**src/rtl/reflet_ram_responder_pkg.sv**
```systemverilog
// Shared constants and helpers for the Reflet RAM responder.
package reflet_ram_responder_pkg;
  localparam int REFLET_RAM_MAX_LATENCY = 2;
  localparam int REFLET_RAM_CNT_W = 2;
  localparam int REFLET_RAM_ERR_W = 8;
  localparam logic [REFLET_RAM_ERR_W-1:0] REFLET_RAM_ERR_MAX = '1;

  function automatic logic [REFLET_RAM_ERR_W-1:0] err_sat_inc(input logic [REFLET_RAM_ERR_W-1:0] value);
    return (value == REFLET_RAM_ERR_MAX) ? value : value + 1'b1;
  endfunction
endpackage

```
**src/rtl/reflet_ram_array.sv**
```systemverilog
// Storage for one RAM window: one write port, one registered read port.
module reflet_ram_array #(
  parameter int width = 16,
  parameter int addr_bits = 8
) (
  input  logic                 clk,
  input  logic                 en,
  input  logic                 we,
  input  logic [addr_bits-1:0] waddr,
  input  logic [width-1:0]     wdata,
  input  logic [addr_bits-1:0] raddr,
  output logic [width-1:0]     rdata
);
  logic [width-1:0] mem [2**addr_bits];

  // Read-first: a same-edge write is resolved by the responder's forwarding.
  always_ff @(posedge clk) begin
    if (en) begin
      if (we) begin
        mem[waddr] <= wdata;
      end
      rdata <= mem[raddr];
    end
  end
endmodule

```
**src/rtl/reflet_ram_responder.sv**
```systemverilog
// Reflet RAM responder: windowed sync RAM, forwarded read pipeline, stability flag.
// Out-of-range error tracking is built when REFLET_RAM_ERR_EN is defined.
module reflet_ram_responder
  import reflet_ram_responder_pkg::*;
#(
  parameter int wordsize = 16,
  parameter int addr_bits = 8,
  parameter logic [wordsize-1:0] base_addr = '0,
  parameter int read_latency = 2
) (
  input  logic                        clk,
  input  logic                        reset,
  input  logic                        enable,
  input  logic [wordsize-1:0]         addr,
  input  logic [wordsize-1:0]         data_in,
  input  logic                        write_en,
  output logic [wordsize-1:0]         data_out,
  output logic                        data_valid,
  output logic                        in_range,
  output logic                        err_flag,
  output logic [REFLET_RAM_ERR_W-1:0] err_count
);
  localparam int LAT = (read_latency > REFLET_RAM_MAX_LATENCY) ? REFLET_RAM_MAX_LATENCY : read_latency;
  localparam logic [REFLET_RAM_CNT_W-1:0] LAT_CNT = REFLET_RAM_CNT_W'(LAT);

  logic [addr_bits-1:0]        idx;
  logic                        wr_go;
  logic [wordsize-1:0]         rd_data;
  logic [wordsize-1:0]         a_val;
  logic [wordsize-1:0]         s1_next;
  logic                        a_ok_reg;
  logic                        a_fwd_reg;
  logic [addr_bits-1:0]        a_idx_reg;
  logic [wordsize-1:0]         a_wdata_reg;
  logic                        s1_ok_reg;
  logic [addr_bits-1:0]        s1_idx_reg;
  logic [wordsize-1:0]         s1_reg;
  logic [wordsize-1:0]         prev_addr_reg;
  logic [REFLET_RAM_CNT_W-1:0] cnt_reg;
  logic [REFLET_RAM_CNT_W-1:0] cnt_next;
  logic                        addr_same;
  logic                        cnt_full;

  assign idx      = addr[addr_bits-1:0];
  assign in_range = (addr[wordsize-1:addr_bits] == base_addr[wordsize-1:addr_bits]);
  assign wr_go    = enable & write_en & in_range & reset;

  reflet_ram_array #(
    .width(wordsize),
    .addr_bits(addr_bits)
  ) u_array (
    .clk(clk),
    .en(enable),
    .we(wr_go),
    .waddr(idx),
    .wdata(data_in),
    .raddr(idx),
    .rdata(rd_data)
  );

  // Each stage picks up a write landing on its index during the edge it advances.
  always_comb begin
    a_val   = a_fwd_reg ? a_wdata_reg : rd_data;
    s1_next = '0;
    if (a_ok_reg) begin
      s1_next = (wr_go && (idx == a_idx_reg)) ? data_in : a_val;
    end
  end

  assign addr_same  = (addr == prev_addr_reg);
  assign cnt_full   = (cnt_reg == LAT_CNT);
  assign data_valid = cnt_full & addr_same;

  always_comb begin
    cnt_next = '0;
    if (addr_same) begin
      cnt_next = cnt_full ? cnt_reg : cnt_reg + 1'b1;
    end
  end

  always_ff @(posedge clk or negedge reset) begin
    if (!reset) begin
      a_ok_reg      <= 1'b0;
      a_fwd_reg     <= 1'b0;
      a_idx_reg     <= '0;
      a_wdata_reg   <= '0;
      s1_ok_reg     <= 1'b0;
      s1_idx_reg    <= '0;
      s1_reg        <= '0;
      prev_addr_reg <= '0;
      cnt_reg       <= '0;
    end else if (enable) begin
      a_ok_reg      <= in_range;
      a_fwd_reg     <= wr_go;
      a_idx_reg     <= idx;
      a_wdata_reg   <= data_in;
      s1_ok_reg     <= a_ok_reg;
      s1_idx_reg    <= a_idx_reg;
      s1_reg        <= s1_next;
      prev_addr_reg <= addr;
      cnt_reg       <= cnt_next;
    end
  end

  generate
    if (LAT == 2) begin : g_lat2
      logic [wordsize-1:0] s2_reg;
      logic [wordsize-1:0] s2_next;

      always_comb begin
        s2_next = '0;
        if (s1_ok_reg) begin
          s2_next = (wr_go && (idx == s1_idx_reg)) ? data_in : s1_reg;
        end
      end

      always_ff @(posedge clk or negedge reset) begin
        if (!reset) begin
          s2_reg <= '0;
        end else if (enable) begin
          s2_reg <= s2_next;
        end
      end

      assign data_out = s2_reg;
    end else begin : g_lat1
      assign data_out = s1_reg;
    end
  endgenerate

`ifdef REFLET_RAM_ERR_EN
  logic                        err_flag_reg;
  logic [REFLET_RAM_ERR_W-1:0] err_count_reg;

  always_ff @(posedge clk or negedge reset) begin
    if (!reset) begin
      err_flag_reg  <= 1'b0;
      err_count_reg <= '0;
    end else if (enable && !in_range) begin
      if (write_en || data_valid) begin
        err_flag_reg <= 1'b1;
      end
      if (write_en) begin
        err_count_reg <= err_sat_inc(err_count_reg);
      end
    end
  end

  assign err_flag  = err_flag_reg;
  assign err_count = err_count_reg;
`else
  assign err_flag  = 1'b0;
  assign err_count = '0;
`endif
endmodule

```
**config.mk**
```make
export PLATFORM = sky130hd
export DESIGN_NAME = reflet_ram_responder
export DESIGN_NICKNAME = d
export VERILOG_FILES = /design/src/rtl/reflet_ram_responder_pkg.sv /design/src/rtl/reflet_ram_array.sv /design/src/rtl/reflet_ram_responder.sv
export SDC_FILE = /design/constraint.sdc
export NUM_CORES = 2
export LEC_CHECK = 0
export CAP_MARGIN = 40
export CORE_ASPECT_RATIO = 1.2
export CORE_UTILIZATION = 50
export CTS_CLUSTER_DIAMETER = 120
export DETAILED_ROUTE_END_ITERATION = 12
export GPL_TIMING_DRIVEN = 0
export PLACE_DENSITY = 0.66
export RECOVER_POWER = 100
export SYNTH_ARGS = -nofsm -noshare
export SYNTH_HDL_FRONTEND = slang
export SYNTH_SLANG_ARGS = --single-unit
```
**constraint.sdc**
```tcl
create_clock -name clk -period 2.45 [get_ports clk]
set_clock_uncertainty 0.05 [all_clocks]
set_input_delay 0.49 -clock clk [delete_from_list [all_inputs] [get_ports clk]]
set_output_delay 0.49 -clock clk [all_outputs]
set_load 0.005 [all_outputs]
```
## Yosys cells after proc, flatten, opt, wreduce, memory -nomap -nowiden

Memories as Yosys holds them, arrays and structs flattened. A register that Yosys moved wholly into a read port is not among the register bits.
Index checks and enable logic that the tools add are counted.

| storage, ports and cells | value |
|---|---|
| bits in registers | 85 |
| RAM bits | 4096 |
| input port bits | 36 |
| output and inout bits | 27 |
| logic and storage cells | 35 |
| memories | 1 |

Memory list:

| name | words | width | read ports | clocked after Yosys merged registers in | wr ports | RTL line | text |
|---|---|---|---|---|---|---|---|
| u_array.mem | 256 | 16 | 1 | 1 | 1 | reflet_ram_array.sv:14 | `logic [width-1:0] mem [2**addr_bits];` |

| cells by class | value |
|---|---|
| $add $sub $neg | 1 |
| equality and inequality tests | 5 |
| multiplexer cells | 10 |
| bitwise logic cells | 4 |
| reduce and logical (&&, ||, !) cells | 4 |

Operators by type and width:

| kind | count |
|---|---|
| two-way mux 16 bit | 5 |
| equality test 16 bit | 1 |
| equality test 8 bit | 2 |
| logical NOT 8 bit | 1 |
| AND 1 bit | 4 |
| two-way mux 2 bit | 2 |
| two-way mux 1 bit | 3 |
| adder 2 x 1 -> 2 bit (second input constant) | 1 |
| equality test 2 bit (second input constant) | 1 |
| logical AND 1 bit | 2 |
| inequality test 2 bit (second input constant) | 1 |
| AND reduction 2 bit | 1 |

## Logic depth before layout (Yosys ltp)

| logic depth | value |
|---|---|
| depth after elaboration | 6 |
| gate-level depth with buffers | 9 |
| depth with buffers taken out | 5 |

## Hierarchy

From an unflattened synthesis, not the netlist that was laid out.

| second synthesis, totals | value |
|---|---|
| cells, all modules | 7668 |
| area total of the unflattened synthesis | 162234.3 um^2 |

By module, submodules not included:

| module | times used | cells an instance | area an instance (um^2) | sequential area each (um^2) |
|---|---|---|---|---|
| reflet_ram_array | 1 | 7358 | 158406.9 | 123478.4 |
| reflet_ram_responder | 1 | 310 | 3827.4 | 1926.8 |

## Worst setup path before layout

No wires, ideal clock.

| timing | value |
|---|---|
| path type | input-to-reg |
| start point | input addr[2] |
| end point | memory u_array.mem[183][0] (enable) |
| setup time | 0.388 ns |
| data arrival time | 2.678 ns |
| data required time | 2.012 ns |
| setup slack | -0.666 ns |
| stages | 8 |
| buffers on the path | 5 |
| cell sequence | clkbuf_1 nor2b_1 buf_2 clkbuf_1 buf_2 nand4_1 clkbuf_1 nor2_1 |

RTL lines:

| element | RTL line | text |
|---|---|---|
| start: declaration | reflet_ram_responder.sv:14 | `input logic [wordsize-1:0] addr,` |
| end: declaration | reflet_ram_array.sv:14 |  |

Straight into the memory's write port.

==> metrics <==
Ports=63; Syn Std Cell Area=159000 um^2; met1 usage=37.1%; failing checks=max-capacitance violations, max-slew violations, negative setup slack; Final Critical Period=3.07 ns; Critical Path Start=addr[1]; hpwl dp=297000 um; Yosys cell types=34; P_leak=around 0.060 uW; Setup WS post-layout=-0.617 ns; TritonCTS clock tree=done; Fillers=21400; fin cells=12600; clock transition at the registers of the reported paths=0.06 ns; combinational power share=5.7%; final wirelength=464000 um; Max Slew Vio Count=1170; busiest layer in global routing=met2; CP Capture Type=flop; Sw Pwr=31700 uW; Largest register FFs=between 4000 and 5000; PwrDens=between 700 and 800 nW/um^2; crit start category=input port; setup violators final=between 5000 and 6000; max-slew headroom at the worst pin=-103%; Internal=115000 uW; Hold Path Depth=2; vias after detailed routing=81500; Critical Path RT=2.96 ns; Sw Share=21.6%; CTS Root Cell=clkbuf_16; Critical Path AT=roughly 3.6 ns; Worst VDD drop=0.704 mV; IO buf count=47; number of global-route vias before repair=81300; reg2reg start=u_array.mem[83][11]$_DFFE_PP_; cell count after placement=11500; Tcrit/Tclk final=125%; Fmax achieved=326 MHz; syn avg cell area=between 20 and 25 um^2; TritonCTS Sinks=4189; share of layout cells above drive strength 1=about two fifths; outcome=finished with violations; # rows=approximately 230; worst skew pair latency=0.93 ns; Inserted Clock Buffers=394; met3 GRT Util=6.42%; Max FO, Critical Path=10; width of the chip=around 520 um; first-pass GRT wire length=635000 um; largest net degree at the start of global routing=about 150; clk buf depth=4; Power Total=147000 uW; DRC viols=0; final antenna-violating net count=0; Tightest Pin Transition=3.04 ns; core area=316000 um^2; utilization after layout=60.8%; total die area=320000 um^2; nets=8094; Setup TNS=-1433.15 ns; Ys Warns=0; DRT iter0 DRCs=around 11000; post-synthesis sequential area ratio=78.8%; Wirelength per Cell=36.8 um; most frequent cells in the layout=edfxtp_1 (4112), mux4_2 (1024), clkbuf_16 (426); initial antenna violation count=17; Die Ht=620 um; Hold/Removal Path Class=in -> reg; R2R depth=5; largest reg by FF count=u_array.mem; grt total ovfl=0; synthesized instance count=approximately 7000; grt met2 use=45.5%; Fin Hold WS=0.0436 ns; global-route usage over all layers=28.8%; HP Start=addr[13]; critical path class=in -> reg; RSZ-0062 raised after global routing=yes; Max-Cap Viols=13; Initial Util=50.3%; vias per cell=6.47; Area Overhead vs Synth=20.9%; most common cell after layout, fill and taps aside=edfxtp_1; Flop pwr share=roughly 54%; Clock power frac=40.6%; GP Congestion=0.997; post-synthesis register bit count=between 4000 and 5000; H-Tree Level Count=5; DRT Pass-1 Iters=5; Fin. Hold Viols=0
[power by group through the flow]
stage / Sequential, uW / Combinational (uW) / Clock (uW)
floorplan: 80300 / 3500 / 0
global placement: 81300 / 6960 / 0
detailed placement: 80300 / 7410 / 0
CTS: 78800 / 8190 / 60100
global route: 78800 / 8630 / 62700
finish: 78900 / 8420 / 59700
[cells in the mapped netlist, drive strengths merged]
library cell     n  area [um^2]
o22ai            1         6.26
a21o             1         7.51
or2              1         6.26
mux2i           33          330
nand3b           1         7.51
dfrtp           77         1930
nand2b           2         12.5
a22oi          512         3840
xnor2           24          210
nand2           15         56.3
nor2           260          976
ha               1         12.5
nor3             2         32.5
and2             4         25.0
a21oi          257         1290
inv              3         11.3
nor2b            8         50.1
nand3           17         85.1
buf            199         1060
o2bb2ai         32          280
clkbuf         244          916
nor4             3         18.8
clkinv           1         3.75
o41ai           64          561
mux2            57          642
nand4           26          163
and3             2         12.5
mux4          1024        23100
conb             1         3.75
o21ai            1         5.00
edfxtp        4112       123000
[through the flow]
stage                     setup slack [ns]  area, um^2
after floorplan                     -0.137      161000
after global placement               -8.28      167000
after detailed placement             -2.91      170000
after CTS                           -0.508      191000
after global routing                -0.546      192000
final                               -0.617      192000
[timing repair]
item / 4_1_cts / 5_1_grt
buffers inserted: 287 / 68
setup endpoints to repair: 4114 / 2779
resized for setup: 820 / 239
gates cloned: 7 / 9
endpoints found under the hold margin: 405 / 2
hold buffers: 27 / 2
pin swaps: 255 / 120
[layout make-up]
cell class,count,area (um^2),area share [%]
diodes,8,20.0,0.0104
repair buffers,675,9310,4.84
clock buffers,492,10400,5.42
inverters,4,15.0,0.00781
plain buffers,436,3810,1.98
multi-input cells,2357,36200,18.8
clock inverters,211,1920,0.999
flip-flops and latches,4189,125000,65.2
well taps,4218,5280,2.74
[worst paths after layout]
path	to	slack, ns
max in group asynchronous	data_out[5]$_DFFE_PN0P_	0.66
hold reg to reg	s1_reg[1]$_DFFE_PN0P_	0.44
hold / removal	prev_addr_reg[13]$_DFFE_PN0P_	0.04
min in group asynchronous	s1_idx_reg[7]$_DFFE_PN0P_	0.92
setup reg to reg	u_array.rdata[11]$_DFFE_PP_	-0.56
setup / recovery	u_array.rdata[11]$_DFFE_PP_	-0.62
[kinds of logic after synthesis]
family	Yosys count	share of synthesized area, %
XOR/XNOR	24	0.132
buffers and inverters	447	1.25
AND/OR/NAND/NOR	341	0.908
AO/OA/AOI/OAI	868	3.76
other	1	0.00236
flip-flops	4189	78.8
adder cells (fa/ha/maj)	1	0.00786
multiplexers	1114	15.1
[layer usage]
| metal | part of all wire (%) | routed length (um) |
|---|---|---|
| met3 | 10 | 48300 |
| met1 | 35 | 163000 |
| met5 | 0.0067 | 31 |
| met4 | 6.3 | 29300 |
| met2 | 48 | 223000 |
[worst max-delay path, cell delays in order]
cell	delay, ns
buf_8	0.16
buf_16	0.22
buf_12	0.25
buf_4	0.26
mux4_2	0.37
a22oi_2	0.36
a21oi_4	0.19
o41ai_4	0.75
nand4_1	0.41
No activity file was read; power rests on OpenSTA's default activity.
